[src/rtl/score_pkg.sv]
// Shared constants for the score display path: FSM state encoding and BCD/segment values.
package score_pkg;

    localparam logic [1:0] IDLE  = 2'd0;
    localparam logic [1:0] SHIFT = 2'd1;
    localparam logic [1:0] DONE  = 2'd2;

    localparam int          BCD_W     = 4;
    localparam logic [3:0]  BCD_NINE  = 4'd9;
    localparam logic [6:0]  SEG_BLANK = 7'h7F;

    // Double-dabble correction threshold for one BCD nibble.
    function automatic logic bcd_needs_adj(input logic [BCD_W-1:0] nib);
        return (nib >= 4'd5);
    endfunction

endpackage

[src/rtl/score_display_ctrl_if.sv]
// Conversion handshake and display outputs between the scoring logic and the HEX digit decoders.
interface score_display_ctrl_if
    import score_pkg::*;
#(
    parameter int BIN_W      = 10,
    parameter int NUM_DIGITS = 3
);
    logic                        start;
    logic [BIN_W-1:0]            score_bin;
    logic                        busy;
    logic                        done;
    logic                        overflow;
    logic [BCD_W*NUM_DIGITS-1:0] digits;
    logic [NUM_DIGITS-1:0]       digit_blank;

    modport master (
        output start, score_bin,
        input  busy, done, overflow, digits, digit_blank
    );

    modport slave (
        input  start, score_bin,
        output busy, done, overflow, digits, digit_blank
    );
endinterface

[src/rtl/score_display_ctrl_bcd_add3.sv]
// Combinational double-dabble cell: adds 3 to a BCD nibble that is 5 or more.
module bcd_add3
    import score_pkg::*;
(
    input  logic [BCD_W-1:0] d,
    output logic [BCD_W-1:0] q
);

    // Nibble correction ahead of the left shift.
    always_comb begin
        if (bcd_needs_adj(d)) begin
            q = d + 4'd3;
        end else begin
            q = d;
        end
    end

endmodule

[src/rtl/score_display_ctrl.sv]
// Binary score to BCD display digits via a sequential double-dabble with start/busy/done handshake.
// Optional build macro: BLANK_LEADING_ZERO_EN enables leading-zero blank requests.
module score_display_ctrl
    import score_pkg::*;
#(
    parameter int BIN_W      = 10,
    parameter int NUM_DIGITS = 3
)(
    input  logic                 clk,
    input  logic                 reset,
    score_display_ctrl_if.slave  bus
);

    localparam int BCD_TOT = BCD_W * NUM_DIGITS;
    // Guard bits collect the quotient above 10^NUM_DIGITS in plain binary; BIN_W bits can never overflow.
    localparam int GUARD_W = BIN_W;
    localparam int ACC_W   = GUARD_W + BCD_TOT + BIN_W;
    localparam int CNT_W   = (BIN_W > 1) ? $clog2(BIN_W) : 1;
    localparam logic [CNT_W-1:0] CNT_LAST = CNT_W'(BIN_W - 1);

    logic [1:0]            state_r;
    logic [1:0]            state_nxt_s;
    logic [CNT_W-1:0]      cnt_r;
    logic [ACC_W-1:0]      acc_r;
    logic [BCD_TOT-1:0]    adj_bcd_s;
    logic [ACC_W-1:0]      adj_s;
    logic [BCD_TOT-1:0]    bcd_s;
    logic [GUARD_W-1:0]    guard_s;
    logic                  ovf_s;
    logic [BCD_TOT-1:0]    res_digits_s;
    logic [NUM_DIGITS-1:0] blank_s;
    logic                  accept_s;

    logic                  busy_r;
    logic                  done_r;
    logic                  overflow_r;
    logic [BCD_TOT-1:0]    digits_r;
    logic [NUM_DIGITS-1:0] blank_r;

    assign bcd_s    = acc_r[BIN_W +: BCD_TOT];
    assign guard_s  = acc_r[ACC_W-1 -: GUARD_W];
    assign ovf_s    = |guard_s;
    assign accept_s = (state_r == IDLE) && bus.start;

    genvar g;
    generate
        for (g = 0; g < NUM_DIGITS; g++) begin : g_add3
            bcd_add3 u_add3 (
                .d (acc_r[BIN_W + g*BCD_W +: BCD_W]),
                .q (adj_bcd_s[g*BCD_W +: BCD_W])
            );
        end
    endgenerate

    assign adj_s = {guard_s, adj_bcd_s, acc_r[BIN_W-1:0]};

    // Result digits: saturate to all nines when anything spilled into the guard bits.
    always_comb begin
        res_digits_s = {BCD_TOT{1'b0}};
        for (int i = 0; i < NUM_DIGITS; i++) begin
            if (ovf_s) begin
                res_digits_s[i*BCD_W +: BCD_W] = BCD_NINE;
            end else begin
                res_digits_s[i*BCD_W +: BCD_W] = bcd_s[i*BCD_W +: BCD_W];
            end
        end
    end

    // Blank requests for leading zeros, scanning from the most significant digit down.
    always_comb begin
        blank_s = {NUM_DIGITS{1'b0}};
`ifdef BLANK_LEADING_ZERO_EN
        begin : blk_scan
            logic seen_nz;
            seen_nz = 1'b0;
            for (int i = NUM_DIGITS - 1; i > 0; i--) begin
                if (res_digits_s[i*BCD_W +: BCD_W] != 4'd0) begin
                    seen_nz = 1'b1;
                end else begin
                    seen_nz = seen_nz;
                end
                blank_s[i] = ~seen_nz;
            end
        end
`else
        blank_s = {NUM_DIGITS{1'b0}};
`endif
    end

    // Next-state decode for the IDLE/SHIFT/DONE sequencer.
    always_comb begin
        state_nxt_s = state_r;
        case (state_r)
            IDLE: begin
                if (accept_s) begin
                    state_nxt_s = SHIFT;
                end else begin
                    state_nxt_s = IDLE;
                end
            end
            SHIFT: begin
                if (cnt_r == CNT_LAST) begin
                    state_nxt_s = DONE;
                end else begin
                    state_nxt_s = SHIFT;
                end
            end
            DONE:    state_nxt_s = IDLE;
            default: state_nxt_s = IDLE;
        endcase
    end

    // Sequencer, shift datapath and held output registers.
    always_ff @(posedge clk) begin
        if (reset) begin
            state_r    <= IDLE;
            cnt_r      <= {CNT_W{1'b0}};
            acc_r      <= {ACC_W{1'b0}};
            busy_r     <= 1'b0;
            done_r     <= 1'b0;
            overflow_r <= 1'b0;
            digits_r   <= {BCD_TOT{1'b0}};
            blank_r    <= {NUM_DIGITS{1'b0}};
        end else begin
            state_r <= state_nxt_s;
            done_r  <= (state_r == DONE);
            // Busy stays high through the done cycle so the handshake never shows a gap.
            busy_r  <= (state_r == DONE) || (state_nxt_s != IDLE);
            case (state_r)
                IDLE: begin
                    if (accept_s) begin
                        acc_r <= {{(GUARD_W + BCD_TOT){1'b0}}, bus.score_bin};
                        cnt_r <= {CNT_W{1'b0}};
                    end
                end
                SHIFT: begin
                    acc_r <= adj_s << 1'b1;
                    cnt_r <= cnt_r + CNT_W'(1);
                end
                DONE: begin
                    digits_r   <= res_digits_s;
                    overflow_r <= ovf_s;
                    blank_r    <= blank_s;
                end
                default: begin
                    acc_r <= {ACC_W{1'b0}};
                end
            endcase
        end
    end

    assign bus.busy        = busy_r;
    assign bus.done        = done_r;
    assign bus.overflow    = overflow_r;
    assign bus.digits      = digits_r;
    assign bus.digit_blank = blank_r;

endmodule

[src/flat_wrapper.sv]
// flat-port wrapper written by rule: the top's interface ports become plain ports
module score_display_ctrl_flat import score_pkg::*;
#(
    parameter int BIN_W      = 10,
    parameter int NUM_DIGITS = 3
)
  (clk, reset, bus_start, bus_score_bin, bus_busy, bus_done, bus_overflow, bus_digits, bus_digit_blank);
  score_display_ctrl_if #(.BIN_W(BIN_W), .NUM_DIGITS(NUM_DIGITS)) bus_i ();
  input  logic clk;
  input  logic reset;
  input wire logic [$bits(bus_i.start)-1:0] bus_start;
  input wire logic [$bits(bus_i.score_bin)-1:0] bus_score_bin;
  output wire logic [$bits(bus_i.busy)-1:0] bus_busy;
  output wire logic [$bits(bus_i.done)-1:0] bus_done;
  output wire logic [$bits(bus_i.overflow)-1:0] bus_overflow;
  output wire logic [$bits(bus_i.digits)-1:0] bus_digits;
  output wire logic [$bits(bus_i.digit_blank)-1:0] bus_digit_blank;
  assign bus_i.start = bus_start;
  assign bus_i.score_bin = bus_score_bin;
  assign bus_busy = bus_i.busy;
  assign bus_done = bus_i.done;
  assign bus_overflow = bus_i.overflow;
  assign bus_digits = bus_i.digits;
  assign bus_digit_blank = bus_i.digit_blank;
  score_display_ctrl #(.BIN_W(BIN_W), .NUM_DIGITS(NUM_DIGITS)) u_core (.clk(clk), .reset(reset), .bus(bus_i));
endmodule
[config.mk]
export PLATFORM = sky130hd
export DESIGN_NAME = score_display_ctrl_flat
export DESIGN_NICKNAME = d
export VERILOG_FILES = /design/src/rtl/score_pkg.sv /design/src/rtl/score_display_ctrl_if.sv /design/src/rtl/score_display_ctrl_bcd_add3.sv /design/src/rtl/score_display_ctrl.sv /design/src/flat_wrapper.sv
export SDC_FILE = /design/constraint.sdc
export NUM_CORES = 1
export LEC_CHECK = 0
export CAP_MARGIN = 5
export CORE_ASPECT_RATIO = 0.8
export CORE_MARGIN = 2
export CORE_UTILIZATION = 45
export DETAILED_ROUTE_END_ITERATION = 8
export GPL_ROUTABILITY_DRIVEN = 0
export GPL_TIMING_DRIVEN = 0
export PLACE_DENSITY_LB_ADDON = 0.05
export SLEW_MARGIN = 30
export SYNTH_ARGS = -nofsm -noshare
export SYNTH_HDL_FRONTEND = slang
export SYNTH_SLANG_ARGS = --single-unit
[constraint.sdc]
create_clock -name clk -period 1.72 [get_ports clk]
set_clock_uncertainty 0.15 [all_clocks]
set_input_delay 0.43 -clock clk [delete_from_list [all_inputs] [get_ports clk]]
set_output_delay 0.43 -clock clk [all_outputs]
set_load 0.01 [all_outputs]
==> summary.txt <==
Worst setup path
  – Crit path from: u_core.acc_r[15]$_SDFFE_PP0P_
  – Worst Path Required: ~1.8 ns
  – Crit. End Element: register
  – Arrival time at the worst endpoint: around 1.7 ns
  – Max FO, Critical Path: 4
  – Critical Path Source Type: register
  – Reg2Reg Launch Point: u_core.acc_r[15]$_SDFFE_PP0P_
  – Critical setup path kind: reg2reg

Logic synthesis
  – Yosys reg bits: 53
  – Syn_area_per_cell: around 10 um2
  – Seq/Total Area, Yosys: ~44%
  – Netlist cell types: 38
  – Yosys top cell by area: dfxtp_1
  – Post-synth EDFFs: 0
  – Ranking of synthesized cells by area: dfxtp_1, a22o_1, mux2i_1
  – Most frequent cell after synthesis: dfxtp_1
  – Post-synthesis cell count: between 200 and 250
  – Top post-synthesis cells by count: dfxtp_1, nor2_1, a22o_1
  – Async SR Flop Fraction: 0%
  – Syn Std Cell Area: approximately 2400 um2
  – Synth Warn #: 0
  – Synth top area share: about 44%
  – Synth Flop Type: dfxtp_1

Floorplan
  – Initial Util: 47.2%
  – Site row count: 23
  – Die height: just under 70 um
  – DIE AREA: between 5000 and 6000 um2
  – Core box area: about 5100 um2
  – Top Ports: 31
  – Die X: between 80 and 90 um

Pwr
  – Leak Pwr: about 1.2 nW
  – Peak VDD IR: about 410 uV
  – Pwr Density: 810 nW/um2

STA
  – Finish-stage setup viols: 0
  – Fmax: ~0.62 GHz
  – Minimum clock period: 1.61 ns
  – Final critical-path share of the clock period: 93.4%
  – Max Slew Vio Count: 0
  – Slew Limit Headroom: about two thirds
  – Worst Max-Slew Pin Slew: roughly 0.52 ns
  – Hold Vio Cnt, Final: 0
  – WHS: ~0.20 ns
  – RSZ-0062 raised after global routing: false

GRT
  – Vias in the first global route: approximately 1,600
  – GR Overflow Total: 0
  – GRT met1 Usage: 24.8%
  – Most Crowded Layer GR: met2
  – Initial antenna violation count: 0
  – Largest net degree at the start of global routing: 17
  – M2 GR Usage: between 20% and 30%
  – Grt met3 use: under 10%
  – GRT Total Usage: around 17%
  – First-pass GRT wire length: 8.00 mm

Layout
  – Area growth syn-to-layout: 21.1%
  – Design Area, Final: between 2000 and 3000 um2
  – Finished Core Util: between 50 and 60%
  – Diode count: 0
  – Nets: roughly 300
  – Fraction of layout cells with a size suffix above 1: between 10% and 20%

Run status
  – Outcome: finished clean

Clock tree
  – CTS H-tree depth: 2
  – Clock tree buffer depth: 2
  – Clock sink count: 53
  – CTS tree: yes
  – Clock-pin slew on the worst setup and hold paths: ~0.10 ns
  – Root buffer cell: clkbuf_8
  – Num CTS Buffers: 5
  – Skew-Pair Late Insertion Delay: between 0.3 and 0.4 ns

Drt
  – Routed len/inst: about 14 um
  – Antenna-violating nets left: 0
  – Drt total wl: between 4 and 5 mm
  – DRC viols: 0
  – Vias: approximately 1,800
  – Avg Vias per Cell: approximately 5.2
  – Drt first-iter violations: around 90
  – DR pass1 iterations: 4

Place
  – HPWL Detailed: between 3 and 4 mm
  – PortBufs: 26
  – Placed cell area: roughly 2700 um2

Hold path
  – Worst hold path type: in2reg
  – HP Start: reset

Run
  – MaxCap Viol Count: 0
[through the flow]
step	total power [mW]	instances	setup TNS, ns	worst slack, ns
after global routing	2.45	339	0	0.0191
after floorplan	1.41	240	0	0.199
final	2.34	339	0	0.113
after global placement	1.47	328	-6.98	-0.325
after detailed placement	1.47	328	-6.98	-0.331
after CTS	2.35	336	0	0.00853
[flip-flops by register name (all words and copies together), names as in the netlist]
signal,flops
u_core.bus.done,1
u_core.state_r,2
u_core.cnt_r,4
u_core.bus.busy,1
u_core.bus.digits,12
u_core.bus.overflow,1
u_core.acc_r,32
[worst max-delay path, stage by stage, from the launching register on]
cell	delay [ns]
dfxtp_1	0.43
inv_1	0.11
ha_1	0.18
nand2b_1	0.15
a21oi_2	0.21
mux2i_1	0.20
a22o_1	0.13
[kinds of logic after synthesis]
family | share of synthesized area (%)
xor+xnor | 2.20
other cells | 0.157
compound gates | 18.1
fa+ha+maj | 4.19
flops | 44.4
buf+inv | 7.43
mux | 5.44
simple gates | 18.1
[where the power goes]
group,switching (mW),internal [mW]
combinational,0.0962,0.0994
clock,0.416,0.474
sequential,0.0123,1.25
[per-layer routing]
layer	wire length [um]	share of wire, %	up-vias
met1	2500	53	825
met4	63	1.3	0
li1	-	-	915
met2	2020	43	23
met3	165	3.5	8
met5	0	0	-
[worst paths after layout]
kind / cells after the start / end / slack [ns]
worst min-delay path: 2 / u_core.bus.digits[4]$_SDFFE_PP0P_ / 0.20
worst max-delay path: 6 / u_core.acc_r[16]$_SDFFE_PP0P_ / 0.11
worst max register to register: 6 / u_core.acc_r[16]$_SDFFE_PP0P_ / 0.11
worst min register to register: 2 / u_core.bus.digits[5]$_SDFFE_PP0P_ / 0.31
[layout by cell type, fill, tap and decap left out, types with 8 or more instances in the layout]
cell type,instances
nor3_1,11
clkdlybuf4s50_1,10
dlygate4sd2_1,15
ha_1,8
nand2_1,8
clkbuf_8,8
a21oi_2,9
nor2_1,27
dfxtp_1,53
a22o_1,17
a2bb2oi_1,9
mux2i_1,13
[layout make-up]
class	count	area [um2]
multi-input cells	162	1170
plain buffers	18	155
inverters	7	26.3
clock inverters	2	37.5
fillers	472	2170
flip-flops and latches	53	1060
repair buffers	29	284
clock buffers	6	82.6
well taps	62	77.6
[what timing repair did]
item / 4_1_cts / 5_1_grt
hold buffers: 0 / 0
buffers inserted: 0 / 2
gates resized for setup: 16 / 4
gates cloned: 0 / 1
endpoints found under the setup margin: 16 / 17
pin swaps: 0 / 0
Power figures use the tool's default switching activity.
